`src/rtl/simple_spi_pkg.sv`:
```
// Shared types and constants for the simple SPI master (mode 0, MSB first).
package simple_spi_pkg;

   typedef enum logic [1:0] {
      IDLE     = 2'd0,
      SCK_LOW  = 2'd1,
      SCK_HIGH = 2'd2
   } spi_state_e;

   localparam int unsigned DEFAULT_CLK_DIV = 2;

   localparam logic T_DRIVE = 1'b0;
   localparam logic T_HIZ   = 1'b1;

   // Divider counter width; at least one bit even when CLK_DIV is 1.
   function automatic int unsigned div_width(input int unsigned div);
      return (div > 1) ? $clog2(div) : 1;
   endfunction

endpackage

```
`src/rtl/simple_spi_shifter.sv`:
```
// 8-bit transmit/receive shift pair with a down-counting bit index.
module simple_spi_shifter (
   input  logic       clock,
   input  logic       rst,
   input  logic       load,
   input  logic [7:0] load_data,
   input  logic       sample_strobe,
   input  logic       sample_bit,
   input  logic       shift_strobe,
   output logic       tx_msb,
   output logic [7:0] rx_data,
   output logic       last_bit
);

   logic [7:0] tx_reg;
   logic [7:0] rx_reg;
   logic [2:0] bit_cnt;

   always_ff @(posedge clock) begin
      if (rst) begin
         tx_reg  <= '0;
         rx_reg  <= '0;
         bit_cnt <= '0;
      end else if (load) begin
         tx_reg  <= load_data;
         bit_cnt <= 3'd7;
      end else begin
         if (sample_strobe) begin
            rx_reg <= {rx_reg[6:0], sample_bit};
         end
         if (shift_strobe) begin
            tx_reg  <= {tx_reg[6:0], 1'b0};
            bit_cnt <= bit_cnt - 3'd1;
         end
      end
   end

   assign tx_msb   = tx_reg[7];
   assign rx_data  = rx_reg;
   assign last_bit = (bit_cnt == 3'd0);

endmodule

```
`src/rtl/simple_spi_master.sv`:
```
// Byte-oriented SPI master, mode 0, MSB first, with Xilinx-style tristate pads.
module simple_spi_master
   import simple_spi_pkg::*;
#(
   parameter int unsigned CLK_DIV = DEFAULT_CLK_DIV
) (
   input  logic       clock,
   input  logic       rst,
   input  logic       spi_csn,
   input  logic       rd_en_i,
   input  logic       wr_en_i,
   input  logic [7:0] wr_data_i,
   output logic [7:0] rd_data_o,
   output logic       busy_o,
   input  logic       spi_csn_i,
   output logic       spi_csn_o,
   output logic       spi_csn_t,
   input  logic       spi_sck_i,
   output logic       spi_sck_o,
   output logic       spi_sck_t,
   input  logic       spi_mosi_i,
   output logic       spi_mosi_o,
   output logic       spi_mosi_t,
   input  logic       spi_miso_i,
   output logic       spi_miso_o,
   output logic       spi_miso_t
);

   localparam int unsigned DIV_W = div_width(CLK_DIV);
   localparam logic [DIV_W-1:0] DIV_LAST = DIV_W'(CLK_DIV - 1);

   spi_state_e       state, state_nxt;
   logic [DIV_W-1:0] div_cnt;
   logic             div_done;
   logic             sck_q, sck_nxt;
   logic             csn_q;
   logic [7:0]       rd_data_q;

   logic             load, sample_strobe, shift_strobe, rd_load;
   logic [7:0]       load_data;
   logic             tx_msb, last_bit;
   logic [7:0]       rx_data;

   assign div_done = (div_cnt == DIV_LAST);

   always_ff @(posedge clock) begin
      if (rst) begin
         state     <= IDLE;
         sck_q     <= 1'b0;
         csn_q     <= 1'b1;
         rd_data_q <= '0;
      end else begin
         state <= state_nxt;
         sck_q <= sck_nxt;
         csn_q <= spi_csn;
         if (rd_load) begin
            rd_data_q <= rx_data;
         end
      end
   end

   // Divider restarts on every state change so each SCK phase lasts CLK_DIV cycles.
   always_ff @(posedge clock) begin
      if (rst || state == IDLE || state_nxt != state) begin
         div_cnt <= '0;
      end else begin
         div_cnt <= div_cnt + DIV_W'(1);
      end
   end

   always_comb begin
      state_nxt     = state;
      sck_nxt       = sck_q;
      load          = 1'b0;
      sample_strobe = 1'b0;
      shift_strobe  = 1'b0;
      rd_load       = 1'b0;
      load_data     = wr_en_i ? wr_data_i : 8'h00;
      case (state)
         IDLE: begin
            if (wr_en_i || rd_en_i) begin
               load      = 1'b1;
               sck_nxt   = 1'b0;
               state_nxt = SCK_LOW;
            end
         end
         SCK_LOW: begin
            if (div_done) begin
               sck_nxt       = 1'b1;
               sample_strobe = 1'b1;
               state_nxt     = SCK_HIGH;
            end
         end
         SCK_HIGH: begin
            if (div_done) begin
               sck_nxt = 1'b0;
               if (last_bit) begin
                  rd_load   = 1'b1;
                  state_nxt = IDLE;
               end else begin
                  shift_strobe = 1'b1;
                  state_nxt    = SCK_LOW;
               end
            end
         end
         default: begin
            sck_nxt   = 1'b0;
            state_nxt = IDLE;
         end
      endcase
   end

   simple_spi_shifter u_shifter (
      .clock         (clock),
      .rst           (rst),
      .load          (load),
      .load_data     (load_data),
      .sample_strobe (sample_strobe),
      .sample_bit    (spi_miso_i),
      .shift_strobe  (shift_strobe),
      .tx_msb        (tx_msb),
      .rx_data       (rx_data),
      .last_bit      (last_bit)
   );

   assign busy_o    = (state != IDLE);
   assign rd_data_o = rd_data_q;

   assign spi_csn_o  = csn_q;
   assign spi_csn_t  = T_DRIVE;
   assign spi_sck_o  = sck_q;
   assign spi_sck_t  = T_DRIVE;
   assign spi_mosi_o = tx_msb;
   assign spi_mosi_t = T_DRIVE;
   assign spi_miso_o = 1'b0;
   assign spi_miso_t = T_HIZ;

   logic unused_pads;
   assign unused_pads = ^{spi_csn_i, spi_sck_i, spi_mosi_i};

endmodule

```
`config.mk`:
```
export PLATFORM = sky130hd
export DESIGN_NAME = simple_spi_master
export DESIGN_NICKNAME = d
export VERILOG_FILES = /design/src/rtl/simple_spi_pkg.sv /design/src/rtl/simple_spi_shifter.sv /design/src/rtl/simple_spi_master.sv
export SDC_FILE = /design/constraint.sdc
export NUM_CORES = 1
export LEC_CHECK = 0
export CORE_ASPECT_RATIO = 0.7
export CORE_UTILIZATION = 41
export DETAILED_ROUTE_END_ITERATION = 8
export PLACE_DENSITY = 0.68
export SLEW_MARGIN = 30
export SYNTH_ARGS = -nofsm -noshare
export SYNTH_HDL_FRONTEND = slang
export SYNTH_SLANG_ARGS = --single-unit
```
`constraint.sdc`:
```
create_clock -name clock -period 2.1 [get_ports clock]
set_input_delay 0.525 -clock clock [delete_from_list [all_inputs] [get_ports clock]]
set_output_delay 0.525 -clock clock [all_outputs]
set_load 0.05 [all_outputs]
```
# Yosys cells after proc, flatten, opt, wreduce, memory -nomap -nowiden
# Index checks and enable logic that the tools add are counted.
[totals]
ff_bits = 32
out_inout_bits = 17
elab_cells = 50
in_bits = 17
[op_classes]
eq_ne = 6
bitwise = 1
n_reduce_logical = 9
addsub = 2
n_mux = 24
[op_table]
columns = ["cell", "n"]
rows = [
  ["$mux 8", 3],
  ["$mux 1", 14],
  ["$mux 2", 3],
  ["$mux 3", 2],
  ["$pmux 2 s3", 1],
  ["$ne 2x2->1 const B", 2],
  ["$reduce_bool 2->1", 2],
  ["$logic_not 3->1", 1],
  ["$logic_or 1x1->1", 3],
  ["$pmux 1 s3", 1],
  ["$reduce_and 3->1", 1],
  ["$sub 3x1->3 const B", 1],
  ["$eq 2x1->1 const B", 1],
  ["$eq 2x2->1 const B", 1],
  ["$logic_not 2->1", 1],
  ["$ne 2x1->1 const B", 1],
  ["$ne 2x2->1", 1],
  ["$reduce_and 2->1", 1],
  ["$add 1x1->1 const B", 1],
  ["$not 1->1", 1],
]

# Longest topological paths before layout
[logic_depth]
ltp_word = 6
depth_mapped = 7
ltp_nobuf = 5

# Cells and area by module
# From an unflattened synthesis, not the netlist that was laid out.
[unflattened]
hier_cells = 166
area_unflattened_um2 = 1401.3
[by_module_without_submodules]
columns = ["mod", "cells_per_inst", "seq_area_each_um2", "area_each_um2", "n_inst"]
rows = [
  ["simple_spi_shifter", 90, 380.4, 795.8, 1],
  ["simple_spi_master", 76, 260.2, 605.6, 1],
]

# Worst setup path before layout
# Ideal clock, no wire load.
[synth_timing]
path_kind = "input to register"
startpoint = "input wr_en_i"
endpoint = "register u_shifter.tx_reg[2]"
setup_ns = 0.139
required_time_ns = 1.961
slack_ns = 0.705
path_buffers = 0
arrival_ns = 1.256
stages = 3
cell_sequence = "or2_2 > a22oi_2 > a221oi_1"
[synth_between]
elab_chain_len = 4
word_cells_on_any_way = 6
classes_between = "4 x mux; 2 x reduce/logical"
[synth_rtl]
columns = ["item", "line", "source"]
rows = [
  ["start, declared", "simple_spi_master.sv:11", "input logic wr_en_i,"],
  ["$logic_or 1x1->1", "simple_spi_master.sv:81", "if (wr_en_i || rd_en_i) begin"],
  ["$mux 1", "simple_spi_master.sv:81", ""],
  ["$mux 1", "simple_spi_master.sv:79", "case (state)"],
  ["$mux 8 / $reduce_bool 2->1 (equally long branches)", "--", ""],
  ["end signal, assigned", "simple_spi_shifter.sv:25", "tx_reg <= load_data;"],
  ["end signal, assigned", "simple_spi_shifter.sv:32", "tx_reg <= {tx_reg[6:0], 1'b0};"],
  ["end, declared", "simple_spi_shifter.sv:15", "logic [7:0] tx_reg;"],
]
# Parallel ways exist; a longest one is shown, timed or not.
# A chain may end at the register's enable or synchronous reset.

# Worst setup path after layout
[layout_timing]
startpoint = "register rd_data_q[7], in the netlist rd_data_o[7]"
endpoint = "output rd_data_o[7]"
[layout_lines]
columns = ["item", "line", "source"]
rows = [
  ["start, declared", "simple_spi_master.sv:37", "logic [7:0] rd_data_q;"],
  ["start signal, assigned", "simple_spi_master.sv:57", "rd_data_q <= rx_data;"],
  ["end, declared", "simple_spi_master.sv:13", "output logic [7:0] rd_data_o,"],
]
# No word-level cell between the ends.

==> flow_summary_export.csv <==
group,metric,value,unit
status,status,"completed",
synthesis,synth_seq_cells,32,
clock_tree,clk_latency,0.28,ns
synthesis,yosysWarnings,0,
floorplan,die_x,72.41,um
power,p_seq_share,44.8,%
final_layout,final_nets,198,
critical_path,crit_cells,1,
clock_tree,cts_num_sinks,32,
routing,wl,3089,um
timing,period_needed,1.982,ns
synthesis,syn_area_per_cell,9.119,um^2
timing,fmax,0.5044,GHz
synthesis,synth_top_area_cell,"dfxtp_1",
critical_path,critPathMaxStageDelay,0.83,ns
routing,via_count,1249,
hold_path,hp-class,"reg2reg",
hold_path,hold_depth,2,
final_layout,fin_area,1794,um^2
timing,final-setup-viol-count,0,
timing,fin_ws,0.1176,ns
routing,ant_nets,0,
clock_tree,hold_buffers,0,
clock_tree,numCtsBuffers,5,
clock_tree,cts-root-buf,"clkbuf_8",
critical_path,start_kind,"flip-flop",
power,power.density,829.8,nW/um^2
critical_path,crit_start,"rd_data_o[7]",
critical_path,timing.rr.start,"u_shifter.bit_cnt[0]",
floorplan,chipHeight,51.29,um
timing,rsz0062_at_grt,"false",
timing,period_share,94.40,%
floorplan,core,3233,um^2
power,p_comb_share,17.1,%
placed_design,place_hpwl,2099,um
global_route,antenna_found_initial,0,
timing,holdWs,0.4699,ns
power,switching_power,0.0003973,W
hold_path,min_from,"u_shifter.tx_reg[5]",
global_route,grt.total_usage,18.31,%
global_route,grt_max_degree,32,
routing,drt_iter0_markers,105,
critical_path,path_class,"reg2out",
critical_path,crit_fanout,2,
critical_path,cp_slowest_cell,"clkdlybuf4s50_1",
placed_design,pre_cts_slack,0.08185,ns
floorplan,rows,17,
critical_path,crit_family,"buffers and inverters",
critical_path,crit_arrival,1.46,ns
critical_path,worstPathCellList,"clkdlybuf4s50_1",
timing,tightest_slew,0.5925,ns
timing,maxSlewHeadroom,60.38,%
synthesis,seq_area_frac_synth,45.03,%
clock_tree,path_clk_slew,0.07,ns
timing,hold_viol,0,
power,power_leakage,0.7192,nW
critical_path,path_buf_inv,1,
timing,finClkSkew,0.006208,ns
power,internal-power,0.001092,W
clock_tree,cts_tree,"done",
critical_path,crit_required,1.57,ns
placed_design,placed_area,1687,um^2
floorplan,io_pins,34,
final_layout,drive_gt1_share,11.11,%
flow_run,max-cap-violations,0,
floorplan,fp.dieArea,3713,um^2
critical_path,reg2reg_depth,5,
synthesis,netlist_instances,156,
clock_tree,cts.repair.resized,0,
final_layout,antenna_cells,0,
global_route,grt.overflow.total,0,
power,clkPwrFrac,38.1,%
placed_design,place.gp.congestion,0.7747,
floorplan,start_util,44.00,%
timing,tns,0,ns
synthesis,yosysTopAreaCellShare,45.03,%
power,peakVddDrop,0.4189,mV
clock_tree,post_cts_buffers,0,
power,swShare,26.69,%
routing,dr.pass1.iters,4,
synthesis,synthTopCellsByArea,"dfxtp_1 45%, mux2i_1 5.6%, a221oi_1 5.5%",
global_route,grt_pass1_wl,5119,um
clock_tree,cts-htree-levels,2,
clock_tree,clk_path_buf_depth,2,
synthesis,syn_area,1423,um^2
routing,drc,0,
timing,drv_slew,0,
routing,routedWlPerCell,13.61,um
routing,via_per_inst,5.502,
final_layout,syn_to_final_growth,26.12,%
global_route,grt_pass1_vias,1143,
placed_design,port_buffers,25,
synthesis,ys_types,36,
critical_path,cp-end-kind,"output pin",
layout by cell type, fill, tap and decap left out, types with 2 or more instances in the layout:
cell	n
a31oi_1	2
o32ai_1	6
a21oi_1	11
ha_1	2
clkdlybuf4s50_1	24
mux2i_1	8
buf_4	4
nor3_1	2
nand2_1	8
nand3_1	9
conb_1	5
nor2_1	9
or2_2	2
inv_1	9
o21ai_0	11
a221oi_1	9
nand2b_1	2
clkbuf_8	5
dfxtp_1	32
per-layer routing:
metal	global-route usage, %	wire, um
met5	0	0
met4	8.170	49
met3	4.931	133
met2	27.73	1408
met1	24.36	1497
synth_stat cells, drive strengths merged:
master and n:
or3b 1, buf 12, ha 2, nand3b 2, nor3b 1, a311oi 1
and3b 1, o32ai 6, o21ai 11, nand2b 2, a21oi 11, nor2 10
nor4 1, conb 2, nand2 8, mux2i 8, a22oi 1, o211ai 1
a221oi 9, or4 1, a31oi 2, xnor2 1, a211oi 1, nor3 2
nor2b 1, dfxtp 32, or2 2, clkbuf 4, o221ai 1, inv 10
nand3 9
through the flow:
step,utilization (%),total power (W),cells
after global routing,55.50,0.001554,227
after detailed placement,52.17,0.0009320,219
final,55.50,0.001489,227
after global placement,52.17,0.0009226,219
after floorplan,-,0.0008605,159
after CTS,55.50,0.001497,227
kinds of logic after synthesis:
logic type | Yosys count | synth area share, %
compound gates | 44 | 21.02
simple gates | 41 | 16.01
flops | 32 | 45.03
buf+inv | 26 | 9.409
mux | 8 | 5.629
fa+ha+maj | 2 | 1.759
other cells | 2 | 0.5279
xor+xnor | 1 | 0.6158
final timing paths:
| path | to | slack [ns] |
|---|---|---|
| setup reg to reg | u_shifter.tx_reg[3] | 0.47 |
| hold / removal | u_shifter.tx_reg[5] | 0.47 |
| hold reg to reg | u_shifter.tx_reg[5] | 0.47 |
| setup / recovery | rd_data_o[7] | 0.12 |
area by class of cell:
type,instances,area [um^2]
Clock buffer,6,72.57
Timing Repair Buffer,29,290.3
Multi-Input combinational cell,101,659.4
Fill cell,302,1439
Clock inverter,2,35.03
Inverter,10,37.54
Sequential cell,32,640.6
Tap cell,47,58.81
power groups by stage:
| stage | Clock [W] | Combinational [W] | Sequential, W |
|---|---|---|---|
| after global routing | 0.000607 | 0.000276 | 0.000670 |
| after floorplan | 0 | 0.000179 | 0.000681 |
| after global placement | 0 | 0.000246 | 0.000677 |
| after detailed placement | 0 | 0.000253 | 0.000679 |
| after CTS | 0.000576 | 0.000255 | 0.000666 |
| final | 0.000567 | 0.000255 | 0.000667 |
Power figures use the tool's default switching activity.
